`config.mk`:
```
export PLATFORM = sky130hd
export DESIGN_NAME = wb_arbiter
export DESIGN_NICKNAME = d
export VERILOG_FILES = /design/src/rtl/wb_arbiter.sv
export SDC_FILE = /design/constraint.sdc
export NUM_CORES = 1
export LEC_CHECK = 0
export ABC_AREA = 1
export BUFFER_PORTS_ARGS = -buffer_cell sky130_fd_sc_hd__buf_2
export CORE_AREA = 2 2 109 111
export CTS_BUF_LIST = sky130_fd_sc_hd__clkbuf_8
export DETAILED_ROUTE_END_ITERATION = 6
export DIE_AREA = 0 0 111 113
export GPL_ROUTABILITY_DRIVEN = 0
export RECOVER_POWER = 100
export SLEW_MARGIN = 10
export SYNTH_ARGS = -nofsm -noshare
export SYNTH_HDL_FRONTEND = slang
export SYNTH_SLANG_ARGS = --single-unit
```
`constraint.sdc`:
```
create_clock -name clk -period 1.6 [get_ports clk]
set_input_delay 0.08 -clock clk [delete_from_list [all_inputs] [get_ports clk]]
set_output_delay 0.08 -clock clk [all_outputs]
set_load 0.03 [all_outputs]
```
`src/rtl/wb_arbiter.sv`:
```
// Round-robin Wishbone B4 pipelined arbiter with whole-cycle ownership.
// A watchdog aborts an owner whose cycle receives no ack for TIMEOUT cycles.
module wb_arbiter #(
    parameter int N_REQ   = 2,
    parameter int ADDR_W  = 32,
    parameter int DATA_W  = 32,
    parameter int TIMEOUT = 255
) (
    input  logic                      clk,
    input  logic                      reset,
    input  logic [N_REQ-1:0]          i_m_cyc,
    input  logic [N_REQ-1:0]          i_m_stb,
    input  logic [N_REQ-1:0]          i_m_we,
    input  logic [N_REQ*ADDR_W-1:0]   i_m_addr,
    input  logic [N_REQ*DATA_W-1:0]   i_m_data,
    output logic [N_REQ-1:0]          o_m_ack,
    output logic [N_REQ-1:0]          o_m_stall,
    output logic [N_REQ-1:0]          o_m_err,
    output logic [DATA_W-1:0]         o_m_data,
    output logic                      o_wb_cyc,
    output logic                      o_wb_stb,
    output logic                      o_wb_we,
    output logic [ADDR_W-1:0]         o_wb_addr,
    output logic [DATA_W-1:0]         o_wb_data,
    input  logic                      i_wb_ack,
    input  logic                      i_wb_stall,
    input  logic [DATA_W-1:0]         i_wb_data,
    output logic [N_REQ-1:0]          o_grant
);

    localparam int IW = (N_REQ > 1) ? $clog2(N_REQ) : 1;
    localparam int CW = (TIMEOUT > 0) ? $clog2(TIMEOUT + 1) : 1;

    typedef enum logic {
        IDLE,
        BUSY
    } state_e;

    state_e            state_q, state_d;
    logic [IW-1:0]     owner_q, owner_d;
    logic [IW-1:0]     last_q, last_d;
    logic [N_REQ-1:0]  grant_q, grant_d;
    logic [CW-1:0]     cnt_q, cnt_d;

    logic              own_cyc, own_stb, own_we;
    logic [ADDR_W-1:0] own_addr;
    logic [DATA_W-1:0] own_data;
    logic              found;
    logic [IW-1:0]     pick;
    logic              wd_fire;
    int                j;

    always_comb begin
        own_cyc  = 1'b0;
        own_stb  = 1'b0;
        own_we   = 1'b0;
        own_addr = '0;
        own_data = '0;
        for (int k = 0; k < N_REQ; k++) begin
            if (owner_q == IW'(k)) begin
                own_cyc  = i_m_cyc[k];
                own_stb  = i_m_stb[k];
                own_we   = i_m_we[k];
                own_addr = i_m_addr[k*ADDR_W +: ADDR_W];
                own_data = i_m_data[k*DATA_W +: DATA_W];
            end
        end
    end

    // Scan starts just after the previous owner, giving round-robin order.
    always_comb begin
        found = 1'b0;
        pick  = last_q;
        j     = 0;
        for (int i = 1; i <= N_REQ; i++) begin
            j = int'(last_q) + i;
            if (j >= N_REQ) j = j - N_REQ;
            if (!found && i_m_cyc[j]) begin
                found = 1'b1;
                pick  = IW'(j);
            end
        end
    end

    assign wd_fire = (TIMEOUT != 0) && (state_q == BUSY) &&
                     (cnt_q == CW'(TIMEOUT));

    always_comb begin
        state_d = state_q;
        owner_d = owner_q;
        last_d  = last_q;
        grant_d = grant_q;
        cnt_d   = cnt_q;
        unique case (state_q)
            IDLE: begin
                if (found) begin
                    state_d       = BUSY;
                    owner_d       = pick;
                    grant_d       = '0;
                    grant_d[pick] = 1'b1;
                    cnt_d         = '0;
                end
            end
            BUSY: begin
                if (wd_fire || !own_cyc) begin
                    state_d = IDLE;
                    last_d  = owner_q;
                    grant_d = '0;
                    cnt_d   = '0;
                end else if (i_wb_ack) begin
                    cnt_d = '0;
                end else if (cnt_q != CW'(TIMEOUT)) begin
                    cnt_d = cnt_q + 1'b1;
                end
            end
            default: state_d = IDLE;
        endcase
    end

    always_comb begin
        o_wb_cyc  = 1'b0;
        o_wb_stb  = 1'b0;
        o_wb_we   = 1'b0;
        o_wb_addr = '0;
        o_wb_data = '0;
        o_m_ack   = '0;
        o_m_err   = '0;
        o_m_stall = '1;
        if (state_q == BUSY) begin
            o_wb_cyc  = own_cyc & ~wd_fire;
            o_wb_stb  = own_cyc & own_stb & ~wd_fire;
            o_wb_we   = own_we;
            o_wb_addr = own_addr;
            o_wb_data = own_data;
            for (int k = 0; k < N_REQ; k++) begin
                if (owner_q == IW'(k)) begin
                    o_m_ack[k]   = i_wb_ack & ~wd_fire;
                    o_m_stall[k] = i_wb_stall | wd_fire;
                    o_m_err[k]   = wd_fire;
                end
            end
        end
    end

    assign o_m_data = i_wb_data;
    assign o_grant  = grant_q;

    always_ff @(posedge clk or posedge reset) begin
        if (reset) begin
            state_q <= IDLE;
            owner_q <= '0;
            last_q  <= IW'(N_REQ - 1);
            grant_q <= '0;
            cnt_q   <= '0;
        end else begin
            state_q <= state_d;
            owner_q <= owner_d;
            last_q  <= last_d;
            grant_q <= grant_d;
            cnt_q   <= cnt_d;
        end
    end

endmodule

```
* Word level (Yosys, flattened, before mapping)
Index checks and enable logic that the tools add are counted.
** Storage, ports and cells
- Bits of input ports :: 170
- Logic and storage cells :: 82
- Flip-flop bits (word level) :: 13
- Output and inout bits :: 107
** Cells by class
- $lt $le $gt $ge :: 6
- Mux-type cells :: 44
- Bitwise operators :: 7
- Eq/ne operators :: 5
- Reduce and logical (&&, ||, !) cells :: 10
- Add/sub/neg operators :: 5
** Operator list (count)
- $mux W32 :: 6
- $lt A32 B3 Y1 const B :: 2
- $mux W8 :: 4
- $mux W1 :: 25
- $pmux W8 S2 :: 1
- $mux W2 :: 5
- $add A8 B1 Y8 const B :: 1
- $eq A8 B8 Y1 const B :: 1
- $ne A8 B8 Y1 const B :: 1
- $reduce_and A2 Y1 :: 4
- $and A1 B1 Y1 :: 4
- $ne A4 B2 Y1 const B :: 1
- $pmux W2 S2 :: 1
- $sub A3 B2 Y4 const B :: 1
- $add A1 B2 Y3 const B :: 1
- $ge A3 B2 Y1 const B :: 1
- $logic_and A1 B1 Y1 :: 3
- $sub A2 B2 Y3 const B :: 1
- $add A1 B1 Y2 const B :: 1
- $ge A2 B2 Y1 const B :: 1
- $logic_not A1 Y1 :: 2
- $lt A1 B2 Y1 const B :: 1
- $ne A2 B1 Y1 const B :: 1
- $ne A2 B2 Y1 const B :: 1
- 6 further kinds :: 7

* Depth between registers and ports, before layout
- Word-level depth :: 16
- Depth in mapped cells :: 8
- Gate-level depth less buffers :: 8

* Worst setup path after synthesis
No wires, ideal clock.
- Path type :: reg-to-output
- From :: register cnt_q[0]
- To :: output o_m_ack[0]
- Arrival time :: 1569 ps
- Setup slack :: -49 ps
- Cell stages (with the launch flop) :: 7
- Buffers on the path :: 0
- Path through :: dfrtp_1 ha_1 nand2_1 inv_1 nand3_1 nand2_1 nor3_1
** On the way
- Longest elaborated chain between the ends :: 6
** Ends and longest elaborated chain
- start, declared :: line 43 : logic [CW-1:0] cnt_q, cnt_d;
- start signal, assigned :: line 160 : cnt_q <= cnt_d;
- $eq A8 B8 Y1 :: line 86 : (cnt_q == CW'(TIMEOUT));
- $logic_and A1 B1 Y1 :: line 85 : assign wd_fire = (TIMEOUT != 0) && (state_q == BUSY) &&
- $not A1 Y1 :: line 137 : o_m_ack[k] = i_wb_ack & ~wd_fire;
- $and A1 B1 Y1 :: line 137
- $mux W1 :: line 136 : if (owner_q == IW'(k)) begin
- $mux W2 :: line 129 : if (state_q == BUSY) begin
- end, declared :: line 16 : output logic [N_REQ-1:0] o_m_ack,
Every way passes these cells.

* Final worst setup path
- From :: register state_q
- To :: output o_wb_data[0]
** On the way
- Longest elaborated chain between the ends :: 1
** Ends and longest elaborated chain
- start, declared :: line 39 : state_e state_q, state_d;
- start signal, assigned :: line 156 : state_q <= state_d;
- $mux W32 :: line 129
- end, declared :: line 24 : output logic [DATA_W-1:0] o_wb_data,
Every way passes these cells.

==> metrics.cfg <==
[placed_design]
dp.cells=543
dp_hpwl_um=7190
placed_area_um2=2700
io_buffers=212
dpl_worst_slack_ps=30.2

[final_layout]
num_antenna_cells=0
finalInstanceArea_um2=3000
area_delta_synth_final_pct=72.5
fin_cells=554
layout-drive-gt1-share=0.613
fillers=1240
fin_nets=583

[critical_path]
cp.buffers_inverters=3
crit_type=flip-flop to primary output
worstPathCellList=nand2_2 > inv_2 > buf_12 > a22o_4 > clkbuf_4
arrival_ps=1500
reg2reg_slack_ps=210
reg2reg_to=o_grant[0]$_DFFE_PP0P_
r2r_cells=9
cp.required_ps=1520
critPathCaptureType=primary output
slowest_stage=dfrtp_2
crit_family=flip-flops
worstReg2RegStart=cnt_q[1]$_DFFE_PP0P_
critPathLaunchType=flip-flop
cp_max_fo=32
cpPeakStageDelay_ps=460

[worst_hold_path]
hold_depth=0
hp-start=i_wb_data[27]
min_path_type=input port to primary output
hold_end=o_m_data[27]

[die]
core_um2=11300
io_pins=277
std_cell_rows=39
start_util=0.154
die_area_um2=12500
die_h_um=113
die_w_um=111

[grt]
grt.total_usage=0.126
grt_pass1_vias=2291
grt_overflow=0
grt_max_degree=35
antenna_found_initial=0
grt_pass1_wl_um=12800

[drt]
drc_errors=0
viasPerCell=4.37
drtAntennaViolNets=0
top_layer_used=met4
wl_met3_um=858
dr_wl_met2_um=4070
vias=2421
m1WireLength_um=3650
drt_iter0_markers=120
dr.pass1.iters=4
drt_wl_total_um=8680
wl_per_cell_um=15.7

[sta]
timing.hold.ws_ps=160
relSlewSlack=0.662
finalMaxSlewViolations=0
finalWorstSetupSlack_ps=19.4
period_share=0.988
worstMarginPinSlew_ps=507
grt_setup_unrepaired=true
timing.fmax_ghz=0.633
hold_violations=0
finalSetupViolCount=0
fin_crit_ps=1580
worst_clock_skew_ps=7.51

[clock_network]
cts_buffer_depth=2
cts-root-buf=clkbuf_8
clk_pin_slew_worst_paths_ps=50
clk_latency_ps=250
cts_tree=done
cts_buffers=3
cts_sinks=13
htree_levels=1

[pwr]
powerDensity_nw_per_um2=2010
finalPower_mw=6.03
p_leak_nw=1.71
max-vdd-ir-drop_uv=990

[outcome]
outcome=completed

[yosys]
yosysSeqAreaShare=0.188
synthesis.nets=402
syn_area_um2=1740
syn_area_per_cell_um2=7.53
synth-seq-cells=13
postSynthCellCount=231
ys_warn_count=0
ys_types=25

[run]
drv_cap=0

-- cells by family (layout without fill, tap and decap cells) --
| family | Yosys count | in the layout | share of synthesized area |
|---|---|---|---|
| XOR/XNOR | 2 | 2 | 0.0101 |
| AND/OR/NAND/NOR | 74 | 74 | 0.188 |
| buffers and inverters | 65 | 245 | 0.247 |
| AO/OA/AOI/OAI | 76 | 76 | 0.360 |
| flip-flops | 13 | 13 | 0.188 |
| adder cells (fa/ha/maj) | 1 | 1 | 0.00719 |
-- state kept, by name, summed over array words and instances (netlist names) --
register  flops
o_grant       2
owner_q       1
state_q       1
last_q        1
cnt_q         8
-- synthesized netlist by cell type (all sizes together) --
master	instances	share of area
inv	18	0.039
xor2	1	0.0050
nand3	8	0.026
buf	47	0.21
dfstp	1	0.015
nor3	1	0.0029
nand4	1	0.0036
or2	1	0.0036
o22ai	1	0.0036
nand2	49	0.11
dfrtp	12	0.17
a21oi	4	0.012
o21ai	5	0.014
xnor2	1	0.0050
ha	1	0.0072
a31oi	1	0.0036
a22o	65	0.33
nor2	14	0.043
-- how the worst max path moves through the flow --
stage / slack [ps] / endpoint / depth (start not counted) / start
after CTS: -0.5 / o_wb_cyc / 7 / cnt_q[1]$_DFFE_PP0P_
after detailed placement: 30 / o_wb_data[0] / 5 / owner_q$_DFFE_PP0P_
after global placement: 50 / o_wb_data[0] / 5 / owner_q$_DFFE_PP0P_
final: 20 / o_wb_data[0] / 5 / state_q$_DFF_PP0_
after floorplan: 80 / o_wb_stb / 6 / cnt_q[0]$_DFFE_PP0P_
after global routing: -60 / o_m_err[1] / 5 / cnt_q[6]$_DFFE_PP0P_
-- cell usage in the layout (no fill, tap or decap), types with 2 or more instances in the layout --
| master | n |
|---|---|
| inv_1 | 13 |
| a21oi_1 | 3 |
| a22o_1 | 63 |
| dfrtp_1 | 10 |
| clkbuf_8 | 3 |
| buf_6 | 4 |
| dfrtp_2 | 2 |
| clkbuf_1 | 2 |
| inv_2 | 4 |
| clkbuf_4 | 9 |
| nand3_4 | 2 |
| nand2_2 | 6 |
| a22o_4 | 2 |
| nor2_4 | 3 |
| buf_12 | 4 |
| nand2_1 | 43 |
| buf_4 | 35 |
| nor2_1 | 9 |
| nor2_2 | 2 |
| nand3_1 | 6 |
| o21ai_0 | 4 |
| buf_2 | 168 |
-- layout make-up --
cell class	count	area (um^2)	area share
clock buffers	3	41.3	0.0138
clock inverters	1	5.00	0.00167
inverters	18	70.1	0.0234
multi-input cells	153	1060	0.354
flip-flops and latches	13	329	0.110
well taps	143	179	0.0596
repair buffers	223	1310	0.438
-- repair_timing --
action,CTS,global route
buffers inserted,5,1
endpoints found under the setup margin,71,43
hold buffers,1,0
endpoints found under the hold margin,12,0
pin swaps,5,5
gates resized for setup,23,65
-- through the flow --
stage | TNS, ps | utilization
3_3_place_gp | 0 | 0.240
4_1_cts | -0.516 | 0.255
6_report | 0 | 0.266
2_1_floorplan | 0 | -
3_5_place_dp | 0 | 0.240
5_1_grt | -312 | 0.266
-- report_power, final --
group | internal [mW] | leakage [nW] | total [mW] | switching [mW]
clock | 0.173 | 0.0255 | 0.304 | 0.131
combinational | 1.93 | 1.52 | 5.23 | 3.30
sequential | 0.411 | 0.169 | 0.493 | 0.0814
-- layer usage --
metal,GRT usage,vias up
met5,0,-
met4,0.0250,0
met1,0.168,1136
met3,0.0455,11
met2,0.198,123
li1,-,1151
Power figures use the tool's default switching activity.
